`src/rtl/uart_pkg.sv`:
```
// uart_pkg: shared state encoding, frame constants and parity helper for the UART transmit path.
package uart_pkg;

    typedef enum logic [2:0] {IDLE, START, DATA, PAR, STOP} uart_tx_state_t;

    localparam int UART_FRAME_BITS = 11;
    localparam int UART_DATA_BITS  = 8;

    function automatic logic uart_parity(input logic [7:0] data, input logic odd);
        return ^data ^ odd;
    endfunction

endpackage

```
`src/rtl/uart_baud_gen.sv`:
```
// uart_baud_gen: bit-period counter; tick marks the last cycle of each bit, restart holds it at zero.
module uart_baud_gen #(
    parameter int CLKS_PER_BIT = 16
) (
    input  logic clk,
    input  logic rst_n,
    input  logic restart,
    output logic tick
);

    localparam int W = $clog2(CLKS_PER_BIT);
    localparam logic [W-1:0] LAST = W'(CLKS_PER_BIT - 1);

    logic [W-1:0] cnt;

    assign tick = cnt == LAST;

    always_ff @(posedge clk or negedge rst_n) begin
        if (!rst_n)
            cnt <= '0;
        else
            cnt <= (restart || tick) ? '0 : cnt + 1'b1;
    end

endmodule

```
`src/rtl/uart_frame_tx_ctrl.sv`:
```
// uart_frame_tx_ctrl: serialises 1-4 bytes of a 32-bit word as back-to-back 11-bit UART frames.
module uart_frame_tx_ctrl
    import uart_pkg::*;
#(
    parameter int CLKS_PER_BIT = 16,
    parameter bit PARITY_ODD   = 1'b0
) (
    input  logic        clk,
    input  logic        rst_n,
    input  logic        wr_valid,
    output logic        wr_ready,
    input  logic [31:0] wr_data,
    input  logic [1:0]  num_bytes,
    input  logic        abort,
    output logic        tx,
    output logic        frame_en,
    output logic        busy,
    output logic        done
);

    uart_tx_state_t state, state_d;
    logic [31:0] data;
    logic [1:0]  nb;
    logic [1:0]  byte_idx;
    logic [2:0]  bit_idx;
    logic [7:0]  cur;
    logic        tick, accept, more;

    assign wr_ready = state == IDLE;
    assign busy     = !wr_ready;
    assign frame_en = busy;
    assign accept   = wr_valid && wr_ready;
    assign cur      = data[{byte_idx, 3'b000} +: 8];
    assign more     = byte_idx < nb;

    // Held at zero in IDLE so the first start bit gets a full period after accept.
    uart_baud_gen #(.CLKS_PER_BIT(CLKS_PER_BIT)) u_baud (
        .clk     (clk),
        .rst_n   (rst_n),
        .restart (wr_ready || abort),
        .tick    (tick)
    );

    always_ff @(posedge clk or negedge rst_n) begin
        if (!rst_n)
            state <= IDLE;
        else
            state <= state_d;
    end

    always_comb begin
        state_d = state;
        case (state)
            IDLE:    state_d = accept ? START : IDLE;
            START:   state_d = tick ? DATA : START;
            DATA:    state_d = (tick && bit_idx == 3'(UART_DATA_BITS - 1)) ? PAR : DATA;
            PAR:     state_d = tick ? STOP : PAR;
            STOP:    state_d = tick ? (more ? START : IDLE) : STOP;
            default: state_d = IDLE;
        endcase
        if (abort && busy)
            state_d = IDLE;
    end

    always_comb begin
        tx = (state == START) ? 1'b0 :
             (state == DATA)  ? cur[bit_idx] :
             (state == PAR)   ? uart_parity(cur, PARITY_ODD) : 1'b1;
    end

    always_ff @(posedge clk or negedge rst_n) begin
        if (!rst_n) begin
            data     <= '0;
            nb       <= '0;
            byte_idx <= '0;
            bit_idx  <= '0;
            done     <= 1'b0;
        end else begin
            done <= state == STOP && tick && !more && !abort;
            if (accept || state_d == IDLE) begin
                byte_idx <= '0;
                bit_idx  <= '0;
            end else begin
                if (state == DATA && tick)
                    bit_idx <= bit_idx + 3'd1;
                if (state == STOP && tick && more)
                    byte_idx <= byte_idx + 2'd1;
            end
            if (accept) begin
                data <= wr_data;
                nb   <= num_bytes;
            end
        end
    end

endmodule

```
`config.mk`:
```
export PLATFORM = sky130hd
export DESIGN_NAME = uart_frame_tx_ctrl
export DESIGN_NICKNAME = d
export VERILOG_FILES = /design/src/rtl/uart_pkg.sv /design/src/rtl/uart_baud_gen.sv /design/src/rtl/uart_frame_tx_ctrl.sv
export SDC_FILE = /design/constraint.sdc
export NUM_CORES = 1
export LEC_CHECK = 0
export BUFFER_PORTS_ARGS = -buffer_cell sky130_fd_sc_hd__buf_2
export CAP_MARGIN = 20
export CORE_AREA = 2 2 82 84
export CTS_CLUSTER_SIZE = 8
export DETAILED_ROUTE_END_ITERATION = 16
export DIE_AREA = 0 0 84 86
export HOLD_SLACK_MARGIN = 0.02
export SLEW_MARGIN = 20
export SYNTH_ARGS = -nofsm -noshare
export SYNTH_HDL_FRONTEND = slang
export SYNTH_HIERARCHICAL = 1
export SYNTH_SLANG_ARGS = --single-unit
```
`constraint.sdc`:
```
create_clock -name clk -period 2.3 [get_ports clk]
set_input_delay 0.115 -clock clk [delete_from_list [all_inputs] [get_ports clk]]
set_output_delay 0.115 -clock clk [all_outputs]
set_load 0.005 [all_outputs]
```
==> flow_metrics.py, run 1 <==
metrics = {
    "placed_design": {
        "dpl.hpwl_mm": 3.27,
        "port_buffers": 42,
        "dp_cells": 294,
        "place_area_sq_um": 2740,
        "place.gp.congestion": 0.698,
    },
    "cts": {
        "cts_buffers": 5,
        "path_clk_slew_ns": 0.09,
        "cts_buffer_depth": 2,
        "cts_num_sinks": 47,
        "clkLatencyLatePin_ns": 0.30,
        "cts_tree": "done",
        "htree_num_levels": 2,
        "root_buffer": "clkbuf_8",
    },
    "synth": {
        "syn_nets": 218,
        "yosysTopAreaCell": "dfrtp_1",
        "synth_top_area_share": 0.486,
        "seq_area_frac_synth": 0.486,
        "synthTopCellsByArea": "dfrtp_1 49%, mux2_2 15%, mux4_2 7.4%",
        "ys_warn_count": 6,
        "synth-compound-area-share": 0.0419,
        "avgSynthCellArea_sq_um": 13.8,
        "synth_top_family_by_area": "multiplexers",
        "synth-seq-cells": 47,
        "synthSimpleGateAreaFrac": 0.0791,
        "synth_ff_type": "dfrtp_1",
        "yosys.area_share.adder": 0.0207,
        "syn-instance-count": 176,
        "ys_async_sr_fraction": 1.00,
        "synth_cell_types": 41,
        "synth_xor_xnor_area_share": 0.0543,
        "synth_area_sq_um": 2420,
        "synth_edf_count": 0,
        "synth.area.mux_share": 0.285,
    },
    "final_layout": {
        "final_cell_mix": "46 x dfrtp_1, 42 x buf_2, 33 x mux2_2, 11 x xnor2_1",
        "antenna_cells": 0,
        "fillers": 589,
        "stdcell_count": 307,
        "finish.instance_area_sq_um": 2940,
        "finish.utilization": 0.468,
        "syn_to_final_growth_pct": 21.4,
        "nets": 271,
        "drive_gt1_frac": 0.461,
        "layout_commonest_cell": "dfrtp_1",
    },
    "setup_path": {
        "r2r_start": "u_baud/cnt[0]",
        "start_kind": "flip-flop",
        "cp_common_cell": "xnor2_1",
        "arrival_ns": 2.18,
        "crit_path_cell_trace": "mux4_1 > xor2_1 > xnor2_1 > xnor2_1 > o21ai_1 > buf_2",
        "regToRegSetupSlack_ns": 0.28,
        "crit_required_ns": 2.18,
        "crit_type": "flip-flop to output pin",
        "cp_num_buf_inv": 1,
        "rr_worst_depth": 8,
        "critPathMaxStageDelay_ns": 0.63,
        "endpoint_kind": "output pin",
        "worst-path-stages": 6,
        "worstReg2RegEnd": "byte_idx[0]",
        "critPathTopFamily": "multiplexers",
        "crit_fanout": 5,
        "cp_slowest_cell": "mux4_1",
    },
    "routing": {
        "vias": 1577,
        "initialDrtViolationCount": 52,
        "wl_per_cell_um": 14.4,
        "wirelength_mm": 4.43,
        "drcViolationCount": 0,
        "via_per_inst": 5.14,
        "dr.pass1.iters": 4,
        "ant_nets": 0,
    },
    "min_path": {
        "min_path_type": "primary input to flip-flop",
        "hp-start": "wr_data[3]",
        "hold_depth": 2,
        "min_to": "data[3]",
    },
    "sta": {
        "worst_pin_slew_ns": 0.476,
        "fin_crit_sh": 1.00,
        "rsz0062_at_grt": "true",
        "finalHoldViolCount": 0,
        "skew_ns": 0.0107,
        "min_period_ns": 2.30,
        "setup_viol": 0,
        "final-max-slew-violation-count": 0,
        "slew_headroom": 0.683,
        "max_freq_ghz": 0.435,
    },
    "power": {
        "cellLeakagePower_uw": 0.00125,
        "p_clk_frac": 0.299,
        "ir_drop_mv": 0.465,
        "p_int_uw": 1780,
        "seqPwrFrac": 0.468,
        "swShare": 0.250,
        "p_switching_uw": 592,
        "combPwrFrac": 0.232,
        "p_per_area_nw_per_um2": 806,
        "total_power_uw": 2370,
    },
    "grt": {
        "first_global_vias": 1575,
        "grt-ovfl-total": 0,
        "grt_max_degree": 36,
        "grt_pass1_wl_mm": 7.74,
        "grt_antenna_before_repair": 0,
        "track_usage": 0.136,
    },
    "status": {
        "status": "completed",
    },
    "floorplanning": {
        "core_sq_um": 6280,
        "start_util": 0.386,
        "rows": 29,
        "io-pin-count": 43,
        "dieArea_sq_um": 7220,
        "fp.dieW_um": 84,
        "fp.dieH_um": 86,
    },
    "job": {
        "max_cap_violations": 0,
    },
}
## power by group through the flow
stage                     registers (uW)  logic [uW]  clock network, uW
after floorplan                     1080         452                  0
after global placement              1130         546                  0
after detailed placement            1130         555                  0
after CTS                           1110         562                731
after global routing                1140         612                766
final                               1110         550                710
## per-stage QoR
step / hold slack [ns] / worst slack (ns) / TNS (ns)
2_1_floorplan: -0.181 / 0.427 / 0
3_3_place_gp: 0.106 / 0.145 / 0
3_5_place_dp: 0.109 / 0.0843 / 0
4_1_cts: 0.0303 / -0.0124 / -0.0124
5_1_grt: 0.0329 / -0.105 / -0.105
6_report: 0.0385 / 0.000283 / 0
## final cells by class
cell class | instances | area, sq um | share of cell area
tap | 77 | 96.3 | 0.0328
sequential | 47 | 1180 | 0.400
clock inverter | 2 | 60.1 | 0.0204
timing repair buffer | 56 | 358 | 0.122
inverter | 4 | 15.0 | 0.00511
multi-input combinational | 115 | 1160 | 0.395
clock buffer | 6 | 72.6 | 0.0247
## how the worst max path moves through the flow
stage                             start    endpoint  slack, ns
after floorplan           u_baud/cnt[0]  bit_idx[0]       0.43
after CTS                   byte_idx[0]          tx      -0.01
final                       byte_idx[0]          tx     0.0003
after global routing        byte_idx[0]          tx      -0.10
after global placement      byte_idx[0]          tx       0.15
after detailed placement    byte_idx[0]          tx       0.08
## cell usage after synthesis, drive strengths merged (2+ instances only)
library cell / count
dfrtp: 47
xnor2: 11
buf: 9
inv: 4
and3: 2
nor3: 4
o21ai: 2
a21oi: 3
xor2: 4
mux2: 33
nand2: 5
nor4bb: 2
mux4: 11
ha: 4
mux2i: 6
nor2: 7
nor3b: 2
nand3b: 2
## routing by layer
metal	vias to the layer above	track usage	part of all wire
li1	761	-	-
met1	779	0.186	0.48
met2	30	0.213	0.46
met3	7	0.0279	0.040
met4	0	0.0543	0.017
met5	-	0	0
## kinds of logic after synthesis
| logic type | Yosys count |
|---|---|
| multiplexers | 50 |
| flip-flops | 47 |
| AND/OR/NAND/NOR | 32 |
| XOR/XNOR | 15 |
| AO/OA/AOI/OAI | 14 |
| buffers and inverters | 14 |
| adder cells (fa/ha/maj) | 4 |
## repair_timing
action                                  CTS  global route
gates resized for setup                   2             0
buffers inserted                          3             0
endpoints found under the setup margin    1             1
pin swaps                                 2             0
endpoints found under the hold margin    20             0
hold buffers                              2             0
## state kept, by name, summed over array words and instances, names as in the netlist
name and count:
bit_idx 3, byte_idx 2, data 32, done 1, nb 2, state 3
u_baud/cnt 4
## worst reg2reg max path: stages (launching register included)
cell       delay, ns
dfrtp_1         0.40
ha_1            0.23
and3_4          0.26
nand4bb_1       0.13
a211oi_1        0.35
o2bb2ai_1       0.20
o31ai_2         0.09
buf_4           0.16
nor2_1          0.12
Power figures use the tool's default switching activity.
==> run 2: changes to the inputs <==
--- a/config.mk
+++ b/config.mk
@@ -7,11 +7,12 @@
 export LEC_CHECK = 0
 export BUFFER_PORTS_ARGS = -buffer_cell sky130_fd_sc_hd__buf_2
 export CAP_MARGIN = 20
-export CORE_AREA = 2 2 82 84
+export CORE_AREA = 2 2 70 72
 export CTS_CLUSTER_SIZE = 8
 export DETAILED_ROUTE_END_ITERATION = 16
-export DIE_AREA = 0 0 84 86
+export DIE_AREA = 0 0 72 74
 export HOLD_SLACK_MARGIN = 0.02
+export PLACE_DENSITY = 0.76
 export SLEW_MARGIN = 20
 export SYNTH_ARGS = -nofsm -noshare
 export SYNTH_HDL_FRONTEND = slang
==> run 2 against run 1 <==
Net effect: via count down 0.82%; non-clock buffer count decreased by 3; power fell by 2.4%; flip-flop and latch count unchanged; clock skew shrank 0.0067 ns; count of clock-buffer cells in the layout did not move; sequential share of layout area rose by 0.99 points; core utilization up 16 points; combinational power is 3.8% higher; critical endpoint unchanged.
==> flow_metrics.py, run 2 (synthesized netlist as in run 1, its figures left out) <==
metrics = {
    "cts": {
        "clkLatencyLatePin_ns": 0.30,
        "cts_num_sinks": 47,
        "post_cts_buffers": 0,
        "htree_num_levels": 2,
        "path_clk_slew_ns": 0.09,
        "cts_buffer_depth": 2,
        "root_buffer": "clkbuf_8",
        "cts_buffers": 5,
        "cts_tree": "done",
    },
    "final_layout": {
        "layout_commonest_cell": "dfrtp_1",
        "finish.utilization": 0.625,
        "final_cell_mix": "45 x dfrtp_1, 42 x buf_2, 33 x mux2_2, 10 x mux4_2, 10 x xnor2_1",
        "antenna_cells": 0,
        "stdcell_count": 281,
        "regArea_sq_um": 1180,
        "largest_registers": "data (32), u_baud/cnt (4)",
        "drive_gt1_frac": 0.480,
        "nets": 268,
        "syn_to_final_growth_pct": 18.7,
        "finish.instance_area_sq_um": 2870,
        "largest_reg_flops": 32,
        "top_register": "data",
        "multi_input_comb_area_sq_um": 1180,
        "fillers": 352,
    },
    "setup_path": {
        "endpoint_kind": "output pin",
        "crit_type": "flip-flop to output pin",
        "worstReg2RegEnd": "byte_idx[0]",
        "arrival_ns": 2.17,
        "regToRegSetupSlack_ns": 0.24,
        "crit_fanout": 8,
        "crit_required_ns": 2.18,
        "rr_worst_depth": 8,
        "start_kind": "flip-flop",
        "r2r_start": "u_baud/cnt[0]",
    },
    "routing": {
        "vias": 1564,
        "dr.pass1.iters": 4,
        "ant_nets": 0,
        "wl_per_cell_um": 15.3,
        "initialDrtViolationCount": 55,
        "via_per_inst": 5.57,
        "wirelength_mm": 4.30,
        "drcViolationCount": 0,
    },
    "sta": {
        "skew_ns": 0.00399,
        "worst_pin_slew_ns": 0.579,
        "setup_tns_ns": 0,
        "final-max-slew-violation-count": 0,
        "max_freq_ghz": 0.438,
        "fin_crit_sh": 0.992,
        "slew_headroom": 0.614,
        "rsz0062_at_grt": "true",
        "finalHoldViolCount": 0,
        "min_period_ns": 2.28,
        "setup_viol": 0,
    },
    "grt": {
        "grt_max_degree": 36,
        "grt_antenna_before_repair": 0,
        "first_global_vias": 1544,
        "track_usage": 0.182,
        "grt-ovfl-total": 0,
        "grt_pass1_wl_mm": 7.34,
    },
    "status": {
        "status": "completed",
    },
    "placed_design": {
        "dp_cells": 271,
        "port_buffers": 42,
        "place_area_sq_um": 2710,
        "dpl.hpwl_mm": 3.12,
        "place.gp.congestion": 0.797,
    },
    "min_path": {
        "min_path_type": "primary input to flip-flop",
        "min_to": "data[6]",
        "hold_depth": 2,
        "hp-start": "wr_data[6]",
    },
    "floorplanning": {
        "start_util": 0.527,
        "rows": 25,
        "io-pin-count": 43,
        "fp.dieH_um": 74,
        "fp.dieW_um": 72,
        "dieArea_sq_um": 5330,
        "core_sq_um": 4600,
    },
    "power": {
        "p_per_area_nw_per_um2": 805,
        "total_power_uw": 2310,
        "cellLeakagePower_uw": 0.00123,
        "ir_drop_mv": 0.615,
    },
    "job": {
        "max_cap_violations": 0,
    },
}
run 2: final cells by class:
cell class / instances / share of cell area
clock inverters: 2 / 0.0122
multi-input cells: 115 / 0.411
inverters: 4 / 0.00523
clock buffers: 6 / 0.0287
well taps: 54 / 0.0235
repair buffers: 53 / 0.109
flip-flops and latches: 47 / 0.410
run 2: worst max-delay path by stage:
stage / cells past startpoint / slack (ns) / end / from
floorplan: 7 / 0.43 / bit_idx[0] / u_baud/cnt[0]
global placement: 6 / 0.21 / tx / byte_idx[0]
detailed placement: 6 / 0.16 / tx / byte_idx[0]
CTS: 6 / 0.001 / tx / byte_idx[0]
global route: 6 / -0.14 / tx / byte_idx[0]
finish: 6 / 0.02 / tx / byte_idx[0]
run 2: repair_timing:
| item | 4_1_cts | 5_1_grt |
|---|---|---|
| hold buffers | 2 | 0 |
| pin swaps | 1 | 5 |
| resized for setup | 5 | 3 |
| setup endpoints to repair | 1 | 1 |
| endpoints found under the hold margin | 25 | 0 |
run 2: critical path: stages, from the launching register on:
cell and delay (ns):
dfrtp_2 0.52, mux4_2 0.57, xor2_2 0.20, xnor2_1 0.14, xnor2_1 0.13, o21ai_1 0.16
buf_2 0.14
run 2: metal layers:
layer  wire (um)  vias up  global-route usage
li1            -      748                   -
met1        1980      779               0.252
met2        2080       33               0.279
met3         190        4              0.0461
met4          44        0              0.0713
met5           0        -                   0
run 2: metrics by stage:
stage,setup slack [ns],hold slack (ns)
2_1_floorplan,0.427,-0.181
3_3_place_gp,0.210,0.143
3_5_place_dp,0.157,0.150
4_1_cts,0.00145,0.0327
5_1_grt,-0.138,0.0284
6_report,0.0192,0.0374
run 2: power breakdown:
part	internal, uW	total [uW]	switching (uW)
sequential	991	1110	121
combinational	363	571	208
clock	352	630	278
total	1710	2310	607
